[src/rtl/cluster_header_pkg.sv]
// Shared types and range limits for the cluster header.
// Counter widths are sized from the maximum parameter ranges.
package cluster_header_pkg;

    localparam int MAX_NUM_CL      = 16;
    localparam int MAX_SYNC_STAGES = 4;
    localparam int MAX_STAGGER     = 255;
    localparam int MAX_DBG_STRETCH = 255;

    localparam int IDX_W = $clog2(MAX_NUM_CL);
    localparam int CNT_W = $clog2(MAX_STAGGER + 1);
    localparam int STR_W = $clog2(MAX_DBG_STRETCH + 1);

    typedef enum logic [1:0] {
        RST_HOLD = 2'd0,
        RELEASE  = 2'd1,
        RUN      = 2'd2
    } rel_state_t;

endpackage

[src/rtl/cluster_sync.sv]
// Multi-flop synchronizer for an asynchronous single-bit request.
// Clears to 0 under synchronous reset.
module cluster_sync #(
    parameter int SYNC_STAGES = 2
) (
    input  logic clk,
    input  logic rst,
    input  logic d,
    output logic q
);

    logic [SYNC_STAGES-1:0] ff;

    always_ff @(posedge clk) begin
        if (rst) begin
            ff <= '0;
        end else begin
            ff <= {ff[SYNC_STAGES-2:0], d};
        end
    end

    assign q = ff[SYNC_STAGES-1];

endmodule

[src/rtl/cluster_header_mc.sv]
// Cluster header: clock-enable staging, staggered per-cluster reset
// release, stretched debug init, and a short scan chain.
module cluster_header_mc
    import cluster_header_pkg::*;
#(
    parameter int NUM_CL      = 4,
    parameter int SYNC_STAGES = 2,
    parameter int STAGGER     = 4,
    parameter int DBG_STRETCH = 8
) (
    input  logic              gclk,
    input  logic              grst,
    input  logic              grst_l,
    input  logic              gdbginit_l,
    input  logic [NUM_CL-1:0] cluster_cken,
    input  logic              se,
    input  logic              si,
    output logic [NUM_CL-1:0] rclk_en,
    output logic [NUM_CL-1:0] cluster_grst_l,
    output logic [NUM_CL-1:0] dbginit_l,
    output logic              seq_busy,
    output logic              so
);

    localparam logic [IDX_W-1:0] LAST_IDX = IDX_W'(NUM_CL - 1);
    localparam logic [CNT_W-1:0] STAG_END = CNT_W'(STAGGER - 1);
    localparam logic [STR_W-1:0] STR_LOAD = STR_W'(DBG_STRETCH);

    logic              grst_s;
    logic              dbg_s;
    logic              dbg_q;
    logic              dbg_fall;
    logic              dbg_ok;
    rel_state_t        state;
    logic [IDX_W-1:0]  idx;
    logic [CNT_W-1:0]  cnt;
    logic [STR_W-1:0]  stretch;
    logic [STR_W-1:0]  stretch_nxt;
    logic [NUM_CL-1:0] rel_bit;
    logic [NUM_CL-1:0] chain;

    cluster_sync #(
        .SYNC_STAGES(SYNC_STAGES)
    ) u_grst_sync (
        .clk(gclk),
        .rst(grst),
        .d  (grst_l),
        .q  (grst_s)
    );

    cluster_sync #(
        .SYNC_STAGES(SYNC_STAGES)
    ) u_dbg_sync (
        .clk(gclk),
        .rst(grst),
        .d  (gdbginit_l),
        .q  (dbg_s)
    );

    assign rel_bit = NUM_CL'(1) << idx;

    // Release sequencer; outputs are registered alongside the state.
    always_ff @(posedge gclk) begin
        if (grst) begin
            state          <= RST_HOLD;
            idx            <= '0;
            cnt            <= '0;
            cluster_grst_l <= '0;
            seq_busy       <= 1'b0;
        end else if (!grst_s) begin
            state          <= RST_HOLD;
            idx            <= '0;
            cnt            <= '0;
            cluster_grst_l <= '0;
            seq_busy       <= 1'b0;
        end else begin
            unique case (state)
                RST_HOLD: begin
                    cluster_grst_l <= '0;
                    seq_busy       <= 1'b0;
                    idx            <= '0;
                    cnt            <= '0;
                    state          <= RELEASE;
                end
                RELEASE: begin
                    seq_busy <= 1'b1;
                    if (cnt == '0) begin
                        cluster_grst_l <= cluster_grst_l | rel_bit;
                    end
                    if (cnt == '0 && idx == LAST_IDX) begin
                        state <= RUN;
                        idx   <= '0;
                        cnt   <= '0;
                    end else if (cnt == STAG_END) begin
                        idx <= idx + IDX_W'(1);
                        cnt <= '0;
                    end else begin
                        cnt <= cnt + CNT_W'(1);
                    end
                end
                RUN: begin
                    cluster_grst_l <= '1;
                    seq_busy       <= 1'b0;
                end
                default: begin
                    state          <= RST_HOLD;
                    cluster_grst_l <= '0;
                    seq_busy       <= 1'b0;
                end
            endcase
        end
    end

    assign dbg_fall = dbg_q & ~dbg_s;

    always_comb begin
        stretch_nxt = stretch;
        if (dbg_fall) begin
            stretch_nxt = STR_LOAD;
        end else if (stretch != '0) begin
            stretch_nxt = stretch - STR_W'(1);
        end
    end

    // dbg_ok is low during a synchronized request or while stretching.
    always_ff @(posedge gclk) begin
        if (grst) begin
            dbg_q   <= 1'b0;
            stretch <= '0;
            dbg_ok  <= 1'b0;
        end else begin
            dbg_q   <= dbg_s;
            stretch <= stretch_nxt;
            dbg_ok  <= dbg_s & (stretch_nxt == '0);
        end
    end

    assign dbginit_l = cluster_grst_l & {NUM_CL{dbg_ok}};

    always_ff @(posedge gclk) begin
        if (grst) begin
            rclk_en <= '0;
            chain   <= '0;
        end else begin
            rclk_en <= se ? '1 : cluster_cken;
            if (se) begin
                chain <= NUM_CL'({chain, si});
            end
        end
    end

    assign so = chain[NUM_CL-1];

endmodule

[config.mk]
export PLATFORM = sky130hd
export DESIGN_NAME = cluster_header_mc
export DESIGN_NICKNAME = d
export VERILOG_FILES = /design/src/rtl/cluster_header_pkg.sv /design/src/rtl/cluster_sync.sv /design/src/rtl/cluster_header_mc.sv
export SDC_FILE = /design/constraint.sdc
export NUM_CORES = 1
export LEC_CHECK = 0
export CORE_MARGIN = 3
export CORE_UTILIZATION = 48
export CTS_CLUSTER_DIAMETER = 80
export DETAILED_ROUTE_END_ITERATION = 8
export GPL_TIMING_DRIVEN = 0
export PLACE_DENSITY = 0.78
export SYNTH_ARGS = -nofsm -noshare
export SYNTH_HDL_FRONTEND = slang
export SYNTH_SLANG_ARGS = --single-unit
[constraint.sdc]
create_clock -name gclk -period 2.6 [get_ports gclk]
set_clock_uncertainty 0.15 [all_clocks]
set_input_delay 0.52 -clock gclk [delete_from_list [all_inputs] [get_ports gclk]]
set_output_delay 0.52 -clock gclk [all_outputs]
set_load 0.1 [all_outputs]
==> results_dict.tcl <==
set metrics [dict create \
    status "completed" \
    routedWlPerCell_um 12.28 \
    endpoint "cluster_grst_l[2]" \
    drtPass1Iterations 4 \
    die_w_um 69.65 \
    crit_family "buffers and inverters" \
    final.setup.tns_ns 0 \
    crit_path_end_kind "output pin" \
    hp-class "register to register" \
    grt_pass1_vias 1460 \
    path_class "register to output pin" \
    grt_pass1_wl_mm 6.230 \
    rsz0062_at_grt "no" \
    ir_drop_uv 714.0 \
    ff2ff_setup_slack_ns 0.49 \
    start_util_pct 51.56 \
    fillerInstances 321 \
    num_antenna_cells 0 \
    ys_seq_area_share_pct 42.21 \
    fin_area_um2 2357 \
    grt_usage_pct 15.74 \
    ant_nets 0 \
    fmax_ghz 0.4070 \
    synth_ff_type "dfxtp_1" \
    dpl.hpwl_mm 2.676 \
    cts_tree "yes" \
    antenna_found_initial 0 \
    critPathMaxStageDelay_ns 1.14 \
    portBuffers 22 \
    worst_pin_slew_ns 0.9765 \
    final_common_cell "dfxtp_1" \
    num_rows 22 \
    synth_cell_types 44 \
    grt_max_degree 15 \
    crit_required_ns 1.93 \
    critPathSlowestCell "clkdlybuf4s50_1" \
    cp_max_fo 3 \
    route.detailed.drc 0 \
    drive_above_1_share_pct 8.434 \
    grt_overflow 0 \
    leakage_nw 0.9477 \
    clock_sinks 41 \
    io_pins 24 \
    clock_path_buffers 2 \
    final-max-slew-violation-count 0 \
    r2r-start "cnt[0]" \
    synth_area_um2 1944 \
    maxCapViolCount 0 \
    r2r-end "idx[3]" \
    post_cts_resized 4 \
    fin_crit_ns 2.457 \
    cp_cell_sequence "clkdlybuf4s50_1" \
    clock_latency_ns 0.30 \
    yosysWarnings 0 \
    postSynthAreaPerCell_um2 8.878 \
    startpoint "cluster_grst_l[2]" \
    gp_congestion 0.8040 \
    arrival_ns 1.79 \
    synthToLayoutAreaGrowth_pct 21.24 \
    final_cell_mix "41 x dfxtp_1, 37 x nor2_1, 18 x clkdlybuf4s50_1" \
    period_share_pct 94.50 \
    synth-seq-cells 41 \
    root_buffer "clkbuf_8" \
    synth-edff-count 0 \
    synth_area_leaders "dfxtp_1 42%, nor2_1 7.1%, ha_1 5.1%" \
    synth_top_area_cell "dfxtp_1" \
    postCtsHoldBufs 0 \
    reg2reg_depth 8 \
    cp.buffers_inverters 1 \
    post_cts_buffers 0 \
    syn_nets 237 \
    num_vias 1589 \
    synth_top_area_share_pct 42.21 \
    dieHeight_um 69.65 \
    synthArstFlopShare_pct 0 \
    final-setup-viol-count 0 \
    max-slew-margin-rel_pct 34.69 \
    vias_per_cell 5.350 \
    hold_viol 0 \
    floorplan.die_area_um2 4850 \
    routed_wl_mm 3.647 \
    fin_nets 266 \
    critPathLaunchType "register" \
    numCtsBuffers 5 \
    core-area_um2 3771 \
    htree_levels 2 \
    power.density_nw_per_um2 831.6 \
    place_area_um2 2225 \
    netlist_instances 219 \
    drtIter0Drc 115 \
    clkTransAtPathRegs_ns 0.08 \
    cp.depth 1 \
]
## cell type report
cell class,instances,area [um2],area share (%)
buffer,9,45.04,1.911
inverter,8,30.03,1.274
clock inverter,3,68.82,2.919
timing repair buffer,22,215.2,9.129
sequential,41,820.8,34.82
tap,48,60.06,2.548
clock buffer,5,68.82,2.919
multi-input combinational,161,1049,44.48
## metal layers
metal | vias to the layer above | global-route usage (%) | share of wire [%] | wire (um)
met5 | - | 0 | 0 | 0
met4 | 0 | 5.106 | 1.2 | 42
met3 | 6 | 6.232 | 4.6 | 168
met2 | 35 | 25.64 | 46 | 1690
met1 | 738 | 19.00 | 48 | 1745
li1 | 810 | - | - | -
## stage by stage
stage	instances	utilization [%]	total power [mW]	hold WS, ns	setup slack (ns)
after global placement	289	58.99	1.346	0.2704	0.3268
after floorplan	219	-	1.245	0.2638	0.1168
final	297	62.51	1.960	0.2913	0.1429
after CTS	297	62.51	1.964	0.2916	0.1268
after detailed placement	289	58.99	1.352	0.2735	0.3252
after global routing	297	62.51	2.074	0.3156	0.07575
## cell usage after synthesis, types with 2 or more instances
library cell / n
dfxtp_1: 41
nor2_1: 37
nand2_1: 15
nor2b_1: 13
a21oi_1: 10
ha_1: 8
inv_1: 8
xor2_1: 8
mux2i_1: 7
nor3_1: 7
o21ai_0: 7
nand3_1: 6
clkbuf_1: 5
and2_1: 4
nand4_1: 4
buf_2: 3
nor4_1: 3
xnor2_1: 3
a41o_1: 2
nand2b_1: 2
o21a_1: 2
o31ai_1: 2
## registers in the layout (all words and copies together) (netlist names), 4 cells and up
name	cells
cluster_grst_l	4
chain	4
rclk_en	4
cnt	8
stretch	8
idx	4
## how the worst min path moves through the flow
stage | from | slack, ns | cells after the start | endpoint
2_1_floorplan | u_dbg_sync.ff[0] | 0.26 | 1 | u_dbg_sync.ff[1]
3_3_place_gp | u_dbg_sync.ff[0] | 0.27 | 1 | u_dbg_sync.ff[1]
3_5_place_dp | u_grst_sync.ff[0] | 0.27 | 1 | u_grst_sync.ff[1]
4_1_cts | u_grst_sync.ff[0] | 0.29 | 1 | u_grst_sync.ff[1]
5_1_grt | u_grst_sync.ff[0] | 0.32 | 1 | u_grst_sync.ff[1]
6_report | u_grst_sync.ff[0] | 0.29 | 1 | u_grst_sync.ff[1]
## cells by family after synthesis
family	Yosys count	share of synthesized area [%]
simple gates	102	28.19
flops	41	42.21
compound gates	32	11.45
buf+inv	17	3.861
xor+xnor	11	4.955
mux	8	4.183
fa+ha+maj	8	5.148
## power breakdown
| group | internal (mW) | switching (mW) | total [mW] |
|---|---|---|---|
| Sequential | 0.692 | 0.0562 | 0.749 |
| Combinational | 0.263 | 0.333 | 0.596 |
| Clock | 0.386 | 0.230 | 0.616 |
| Total | 1.34 | 0.619 | 1.96 |
Power figures use the tool's default switching activity.
